==> config.mk <==
export PLATFORM = sky130hd
export DESIGN_NAME = draw_sequencer
export DESIGN_NICKNAME = d
export VERILOG_FILES = /design/src/rtl/draw_sequencer_pkg.sv /design/src/rtl/draw_sequencer_raster_scan_counter.sv /design/src/rtl/draw_sequencer.sv
export SDC_FILE = /design/constraint.sdc
export NUM_CORES = 1
export LEC_CHECK = 0
export CORE_ASPECT_RATIO = 1.1
export CORE_MARGIN = 3
export CORE_UTILIZATION = 55
export CTS_CLUSTER_SIZE = 8
export DETAILED_ROUTE_END_ITERATION = 10
export GPL_ROUTABILITY_DRIVEN = 0
export PLACE_DENSITY = 0.77
export SLEW_MARGIN = 5
export SYNTH_ARGS = -nofsm -noshare
export SYNTH_HDL_FRONTEND = slang
export SYNTH_SLANG_ARGS = --single-unit
==> constraint.sdc <==
create_clock -name clk -period 2.55 [get_ports clk]
set_input_delay 0.765 -clock clk [delete_from_list [all_inputs] [get_ports clk]]
set_output_delay 0.765 -clock clk [all_outputs]
set_load 0.01 [all_outputs]
==> src/rtl/draw_sequencer_pkg.sv <==
// Shared types for the sprite draw sequencer: FSM encoding, ROM image selects
// and the fixed animation frame order.
package draw_sequencer_pkg;

    typedef enum logic [1:0] {
        ST_IDLE  = 2'd0,
        ST_DRAW  = 2'd1,
        ST_FLUSH = 2'd2,
        ST_HOLD  = 2'd3
    } state_t;

    localparam logic [1:0] IMG_CENTER = 2'b01;
    localparam logic [1:0] IMG_RIGHT  = 2'b10;
    localparam logic [1:0] IMG_LEFT   = 2'b11;

    // Animation order: center, right, center, left, then repeat.
    function automatic logic [1:0] frame_image(input logic [1:0] idx);
        logic [1:0] sel;
        case (idx)
            2'd0:    sel = IMG_CENTER;
            2'd1:    sel = IMG_RIGHT;
            2'd2:    sel = IMG_CENTER;
            2'd3:    sel = IMG_LEFT;
            default: sel = IMG_CENTER;
        endcase
        return sel;
    endfunction

endpackage

==> src/rtl/draw_sequencer_raster_scan_counter.sv <==
// Raster generator: walks x across each row and y down the drawn band while
// producing the linear sprite ROM address.
module raster_scan_counter #(
    parameter int H_PIXELS = 320,
    parameter int Y_START  = 75,
    parameter int Y_END    = 240
) (
    input  logic        clk,
    input  logic        rst_n,
    input  logic        clear,
    input  logic        enable,
    output logic [8:0]  x,
    output logic [7:0]  y,
    output logic [15:0] addr,
    output logic        last
);

    localparam logic [8:0] X_LAST  = 9'(H_PIXELS - 1);
    localparam logic [7:0] Y_FIRST = 8'(Y_START);
    localparam logic [7:0] Y_LAST  = 8'(Y_END - 1);

    logic [8:0]  x_r;
    logic [7:0]  y_r;
    logic [15:0] addr_r;

    // Clear takes priority so a new frame always starts at the band origin.
    always_ff @(posedge clk or negedge rst_n) begin
        if (!rst_n) begin
            x_r    <= 9'd0;
            y_r    <= 8'd0;
            addr_r <= 16'd0;
        end else if (clear) begin
            x_r    <= 9'd0;
            y_r    <= Y_FIRST;
            addr_r <= 16'd0;
        end else if (enable) begin
            addr_r <= addr_r + 16'd1;
            if (x_r == X_LAST) begin
                x_r <= 9'd0;
                y_r <= y_r + 8'd1;
            end else begin
                x_r <= x_r + 9'd1;
            end
        end
    end

    assign x    = x_r;
    assign y    = y_r;
    assign addr = addr_r;
    assign last = (x_r == X_LAST) && (y_r == Y_LAST);

endmodule

==> src/rtl/draw_sequencer.sv <==
// Sprite animation sequencer: rasters one ROM image per frame to the VGA
// writer, holds it on screen, then steps to the next pose until stopped.
module draw_sequencer
    import draw_sequencer_pkg::*;
#(
    parameter int H_PIXELS    = 320,
    parameter int Y_START     = 75,
    parameter int Y_END       = 240,
    parameter int HOLD_CYCLES = 100000000
) (
    input  logic        clk,
    input  logic        reset,
    input  logic        start,
    input  logic        stop,
    output logic [15:0] rom_addr,
    output logic [1:0]  image_sel,
    output logic [8:0]  x,
    output logic [7:0]  y,
    output logic        plot,
    output logic        busy,
    output logic [1:0]  frame_idx,
    output logic        frame_done
);

    localparam logic [27:0] HOLD_LAST = 28'(HOLD_CYCLES - 1);
    localparam logic [27:0] HOLD_PRE  = 28'(HOLD_CYCLES - 2);

    state_t      state_r;
    logic [27:0] hold_cnt_r;
    logic        stop_pending_r;
    logic [1:0]  frame_idx_r;
    logic [1:0]  image_sel_r;
    logic        frame_done_r;
    logic        busy_r;
    logic        plot_r;
    logic [8:0]  x_r;
    logic [7:0]  y_r;

    logic [8:0]  xcnt_s;
    logic [7:0]  ycnt_s;
    logic        last_s;
    logic        clear_s;
    logic        enable_s;
    logic        hold_last_s;
    logic [1:0]  next_idx_s;

    assign hold_last_s = (hold_cnt_r == HOLD_LAST);
    assign next_idx_s  = frame_idx_r + 2'd1;

    raster_scan_counter #(
        .H_PIXELS (H_PIXELS),
        .Y_START  (Y_START),
        .Y_END    (Y_END)
    ) u_raster (
        .clk    (clk),
        .rst_n  (reset),
        .clear  (clear_s),
        .enable (enable_s),
        .x      (xcnt_s),
        .y      (ycnt_s),
        .addr   (rom_addr),
        .last   (last_s)
    );

    // Raster control: clear at each frame start, stop advancing on the last address.
    always_comb begin
        clear_s  = 1'b0;
        enable_s = 1'b0;
        case (state_r)
            ST_IDLE: clear_s  = start;
            ST_DRAW: enable_s = ~last_s;
            ST_HOLD: clear_s  = hold_last_s;
            default: clear_s  = 1'b0;
        endcase
    end

    // Main FSM; plot/x/y trail the counters by one cycle to line up with ROM data.
    always_ff @(posedge clk or negedge reset) begin
        if (!reset) begin
            state_r        <= ST_IDLE;
            hold_cnt_r     <= 28'd0;
            stop_pending_r <= 1'b0;
            frame_idx_r    <= 2'd0;
            image_sel_r    <= IMG_CENTER;
            frame_done_r   <= 1'b0;
            busy_r         <= 1'b0;
            plot_r         <= 1'b0;
            x_r            <= 9'd0;
            y_r            <= 8'd0;
        end else begin
            plot_r       <= (state_r == ST_DRAW);
            x_r          <= xcnt_s;
            y_r          <= ycnt_s;
            frame_done_r <= 1'b0;
            case (state_r)
                ST_IDLE: begin
                    if (start) begin
                        state_r        <= ST_DRAW;
                        busy_r         <= 1'b1;
                        stop_pending_r <= stop;
                    end
                end
                ST_DRAW: begin
                    stop_pending_r <= stop_pending_r | stop;
                    if (last_s) begin
                        state_r <= ST_FLUSH;
                    end
                end
                ST_FLUSH: begin
                    stop_pending_r <= stop_pending_r | stop;
                    state_r        <= ST_HOLD;
                    hold_cnt_r     <= 28'd0;
                    frame_done_r   <= (HOLD_LAST == 28'd0);
                end
                ST_HOLD: begin
                    if (hold_last_s) begin
                        hold_cnt_r <= 28'd0;
                        if (stop_pending_r | stop) begin
                            state_r        <= ST_IDLE;
                            busy_r         <= 1'b0;
                            stop_pending_r <= 1'b0;
                            frame_idx_r    <= 2'd0;
                            image_sel_r    <= IMG_CENTER;
                        end else begin
                            state_r     <= ST_DRAW;
                            frame_idx_r <= next_idx_s;
                            image_sel_r <= frame_image(next_idx_s);
                        end
                    end else begin
                        stop_pending_r <= stop_pending_r | stop;
                        hold_cnt_r     <= hold_cnt_r + 28'd1;
                        frame_done_r   <= (hold_cnt_r == HOLD_PRE);
                    end
                end
                default: begin
                    state_r <= ST_IDLE;
                    busy_r  <= 1'b0;
                end
            endcase
        end
    end

    assign image_sel  = image_sel_r;
    assign x          = x_r;
    assign y          = y_r;
    assign plot       = plot_r;
    assign busy       = busy_r;
    assign frame_idx  = frame_idx_r;
    assign frame_done = frame_done_r;

endmodule

# Word level (Yosys, flattened, before mapping)
# Index checks and enable logic that the tools add are counted.
op_classes:
  addsub: 5
  eq_ne: 15
  muxes: 29
  n_bitwise: 2
  reduce_logical: 14
op_table:
  columns: ["op", "count"]
  rows:
  - ["== test 28 x 27 -> 1 bit, second input constant", 2]
  - ["case mux 28 bit (2 select lines)", 1]
  - ["2-to-1 mux 16 bit", 2]
  - ["adder 28 x 1 -> 28 bit, second input constant", 1]
  - ["2-to-1 mux 28 bit", 1]
  - ["2-to-1 mux 9 bit", 3]
  - ["2-to-1 mux 8 bit", 3]
  - ["adder 16 x 1 -> 16 bit, second input constant", 1]
  - ["2-to-1 mux 2 bit", 5]
  - ["adder 9 x 1 -> 9 bit, second input constant", 1]
  - ["== test 9 bit, second input constant", 1]
  - ["2-to-1 mux 1 bit", 9]
  - ["adder 8 x 1 -> 8 bit, second input constant", 1]
  - ["== test 2 bit, second input constant", 4]
  - ["== test 8 bit, second input constant", 1]
  - ["inequality test 2 bit, second input constant", 4]
  - ["case mux 2 bit (4 select lines)", 1]
  - ["nonzero test 2 bit", 4]
  - ["case mux 2 bit (3 select lines)", 1]
  - ["AND reduction 2 bit", 3]
  - ["== test 2 x 1 -> 1 bit, second input constant", 2]
  - ["zero test 2 bit", 2]
  - ["case mux 1 bit (2 select lines)", 2]
  - ["AND reduction 4 bit", 1]
  - ["other kinds (8)", 9]
totals:
  ff_bits: 88
  inputBits: 4
  elab_cells: 78

# Longest topological paths before layout
depth:
  word_depth: 6
  depth_mapped: 8
  ltp_nobuf: 7

# Modules after synthesis
# A second synthesis with hierarchy kept.
hier_totals:
  cells_unflattened: 428
  area_unflattened_um2: 4342.9
by_module_without_submodules:
  columns: ["module", "n_inst", "cells_each", "area_each_um2", "seq_area_each_um2"]
  rows:
  - ["draw_sequencer", 1, 256, 2616.3, 1352.5]
  - ["raster_scan_counter", 1, 172, 1726.7, 825.8]

# Worst setup path before layout
# OpenSTA, ideal clock, no wires.
synth_path:
  path_type: "reg2reg"
  from: "register u_raster.x_r[0] (netlist: u_raster.x[0])"
  to: "register u_raster.addr_r[9] (netlist: u_raster.addr[9])"
  t_arrival_ns: 1.851
  slack_ns: 0.578
  stages_incl_launch_ff: 8
  period_less_slack_ns: 1.972
  cell_sequence: "dfrtp_1 > ha_1 > nand4_1 > o41ai_4 > buf_4 > nor3_1 > xnor2_1 > nor2_1"
synth_between:
  elab_chain_len: 5
synth_rtl:
  columns: ["element", "line", "rtl"]
  rows:
  - ["from (decl)", "draw_sequencer_raster_scan_counter.sv:22", "logic [8:0] x_r;"]
  - ["from (signal assigned)", "draw_sequencer_raster_scan_counter.sv:42", "x_r <= x_r + 9'd1;"]
  - ["== test 9 bit", "draw_sequencer_raster_scan_counter.sv:50", "assign last = (x_r == X_LAST) && (y_r == Y_LAST);"]
  - ["logical AND 1 bit", "draw_sequencer_raster_scan_counter.sv:50", null]
  - ["NOT 1 bit", "draw_sequencer.sv:71", "ST_DRAW: enable_s = ~last_s;"]
  - ["2-to-1 mux 1 bit", "draw_sequencer.sv:69", "case (state_r)"]
  - ["nonzero test 2 bit (no source line)", null, null]
  - ["to (signal assigned)", "draw_sequencer_raster_scan_counter.sv:37", "addr_r <= addr_r + 16'd1;"]
  - ["to (decl)", "draw_sequencer_raster_scan_counter.sv:24", "logic [15:0] addr_r;"]
# No other way between the ends.
# A chain may end at the register's enable or synchronous reset.

# Worst setup path in the final report
layout_path:
  from: "register hold_cnt_r[0]"
  to: "register state_r[1]"
layout_between:
  elab_chain_len: 3
layout_rtl:
  columns: ["element", "line", "rtl"]
  rows:
  - ["from (decl)", "draw_sequencer.sv:29", "logic [27:0] hold_cnt_r;"]
  - ["from (signal assigned)", "draw_sequencer.sv:131", "hold_cnt_r <= hold_cnt_r + 28'd1;"]
  - ["== test 28 x 27 -> 1 bit", "draw_sequencer.sv:47", "assign hold_last_s = (hold_cnt_r == HOLD_LAST);"]
  - ["inequality test 2 bit (no source line)", null, null]
  - ["AND reduction 3 bit (no source line)", null, null]
  - ["to (signal assigned)", "draw_sequencer.sv:80", "state_r <= ST_IDLE;"]
  - ["to (signal assigned)", "draw_sequencer.sv:98", "state_r <= ST_DRAW;"]
  - ["to (signal assigned)", "draw_sequencer.sv:106", "state_r <= ST_FLUSH;"]
  - ["to (decl)", "draw_sequencer.sv:28", "state_t state_r;"]
# No other way between the ends.

==> out/summary.txt <==
die footprint: 9020 um^2
clock-pin slew on the worst setup and hold paths: 0.08 ns
WS Path Type: reg -> reg
Die Height: 99.3 um
ys async rst share: 1.00
Synth Area in XOR/XNOR: 0.0584
simple-gate share of the synthesized area: 0.239
Fin Setup TNS: 0 ns
Clk pwr share: 0.222
Mapped Cells: 428
Initial Utilization: 0.576
diode count: 0
Post-DP HPWL: 6330 um
Ys Warns: 0
Die Width: 90.8 um
Post-CTS Resized: 0
via count: 3408
Synth Area in Adders: 0.0316
Peak VDD IR: 0.491 mV
required time worst endpoint: 2.79 ns
Total GRT Usage: 0.221
sequential area share after synthesis: 0.501
I/O pins: 44
max-slew violations: 0
clock latency on the worst-skew pair: 0.36 ns
complex-gate fraction of the synthesized area: 0.121
#FFs+latches synth: 87
overall routed net length: 9060 um
RSZ-0062 raised after global routing: false
final setup fails: 0
hold crit path type: in -> async
synthesized net count: 443
flop-to-flop setup slack: 0.26 ns
outcome: finished, final reports clean
vias in the first global route: 3423
Crit Path Max Fanout: 10
mux cell area share after synthesis: 0.0152
core area: 7560 um^2
Tmin final: 2.29 ns
CTS Buf Count: 9
first-pass GRT wire length: 16200 um
f_max: 436 MHz
Post-CTS Hold Buffers: 0
Worst EP arrival: 2.53 ns
Final Power: 3.68 mW
worst slew pin tran: 0.575 ns
H-tree depth: 3
crit path launch type: flip-flop
root buffer cell: clkbuf_8
via/cell ratio: 5.84
DR DRC count: 0
Remaining Overflow, GRT: 0
Psw: 1.34 mW
max_cap viols: 0
Yosys cell types: 56
detailed-router iteration count before antenna repair: 4
initial antenna violation count: 0
Worst Setup SP: hold_cnt_r[0]
Post-synth EDFFs: 0
Slew HR: 0.617
period utilization: 0.899
Layout area overhead: 16.6%
Gate power share: 0.326
dominant synthesized flop cell: dfrtp_1
leak pwr: 2.10 nW
drt initial violations: 166
nets: 489
largest family of logic cells by synthesized area: simple AND/OR/NAND/NOR gates
share of cells above drive strength 1: 0.0877
Syn Area/Cell: 10.2 um^2
Sequential Power Share: 0.452
clock skew: 0.00868 ns
post-route ant nets: 0
CTS tree: yes
crit end category: flip-flop
postcts setup bufs: 0
Cell Area, Synth: 4350 um^2
Critical R2R Launch: hold_cnt_r[0]
clock tree buffer depth: 2
final hold violation count: 0
WL per Instance: 15.5 um
P per Cell Area: 726 nW/um^2
pin count of the biggest net entering global routing: 45
Sw Ratio: 0.365
P_int: 2.34 mW
Port-buffer cells: 43
Rows: 33
clock sinks: 87
==> power by group through the flow <==
stage / registers, mW / clock network [mW] / logic (mW)
global placement: 1.68 / 0 / 1.17
finish: 1.66 / 0.817 / 1.20
global route: 1.69 / 0.903 / 1.34
floorplan: 1.68 / 0 / 0.786
CTS: 1.66 / 0.841 / 1.20
detailed placement: 1.69 / 0 / 1.20
==> cell usage in the layout (no fill, tap or decap), types with 10 or more instances in the layout <==
cell type and instances:
buf_4 11, clkdlybuf4s50_1 42, nand4_1 16, nand3_1 22, nor3_1 10, dfrtp_1 86
o21ai_0 14, nand2_1 42, xor2_1 13, a31oi_1 19, xnor2_1 16, nor2_1 40
ha_1 11, a21oi_1 23
==> final cells by class <==
class | instances | area [um^2]
Clock inverter | 3 | 20.0
Sequential cell | 87 | 2180
Timing Repair Buffer | 55 | 543
Multi-Input combinational cell | 312 | 2030
Tap cell | 105 | 131
Fill cell | 609 | 2480
Clock buffer | 13 | 139
Inverter | 9 | 33.8
==> worst paths after layout <==
check | depth (start not counted) | end
max | 6 | state_r[1]
min | 1 | y[5]
max reg2reg | 6 | state_r[1]
min reg2reg | 0 | y[6]
max in group asynchronous | 2 | hold_cnt_r[24]
min in group clk | 0 | y[6]
==> routing by layer <==
metal,share of wire,GRT usage,up-vias
met4,0.019,0.0858,0
met5,0,0,-
met3,0.040,0.0431,19
li1,-,-,1636
met2,0.51,0.377,88
met1,0.43,0.279,1665
==> synth_stat cells, types with 3 or more instances <==
library cell | count | area share
a21oi_1 | 23 | 0.026
ha_1 | 11 | 0.032
o21ai_0 | 14 | 0.016
nand3_1 | 22 | 0.025
nand3_2 | 4 | 0.0092
inv_1 | 9 | 0.0078
mux2i_1 | 4 | 0.0092
nor2_1 | 40 | 0.035
buf_2 | 5 | 0.0057
nand3b_1 | 3 | 0.0052
nor3b_1 | 3 | 0.0052
nor3_1 | 10 | 0.012
nor4_1 | 5 | 0.0072
nand2b_1 | 9 | 0.013
nand2_1 | 42 | 0.036
or4_1 | 4 | 0.0069
dfrtp_1 | 86 | 0.49
nand4bb_1 | 3 | 0.0078
xor2_1 | 13 | 0.026
buf_4 | 6 | 0.010
a31oi_1 | 19 | 0.027
nand4_1 | 16 | 0.023
clkbuf_1 | 7 | 0.0060
and3_1 | 6 | 0.0086
o31ai_1 | 3 | 0.0052
xnor2_1 | 16 | 0.032
nor2b_1 | 3 | 0.0043
a41oi_1 | 6 | 0.012
==> critical path: stages, from the launching register on <==
cell and delay [ns]:
dfrtp_1 0.47, ha_1 0.24, nand3_2 0.17, nor4b_4 0.45
a21bo_1 0.40, nand3_2 0.13, mux2_4 0.31
==> cells by family after synthesis <==
kind of cell	Yosys count
XOR/XNOR	29
buffers and inverters	29
flip-flops	87
multiplexers	6
AO/OA/AOI/OAI	80
adder cells (fa/ha/maj)	11
AND/OR/NAND/NOR	186
==> registers in the layout (all words and copies together), names as in the netlist <==
name and flops:
frame_idx 1, plot 1, u_raster.x 9, u_raster.y 8
frame_done 1, x 9, u_raster.addr 16, image_sel 2
hold_cnt_r 28, state_r 2, y 8, busy 1
stop_pending_r 1
==> per-stage QoR <==
step / utilization / setup slack, ns / hold slack (ns) / area (um^2) / instances
6_report: 0.671 / 0.258 / 0.402 / 5070 / 584
5_1_grt: 0.671 / 0.0538 / 0.428 / 5070 / 584
4_1_cts: 0.671 / 0.259 / 0.417 / 5070 / 584
3_5_place_dp: 0.650 / 0.284 / 0.406 / 4910 / 568
3_3_place_gp: 0.650 / 0.397 / 0.406 / 4910 / 568
2_1_floorplan: - / 0.578 / 0.390 / 4350 / 428
(Power assumes the default switching activity.)
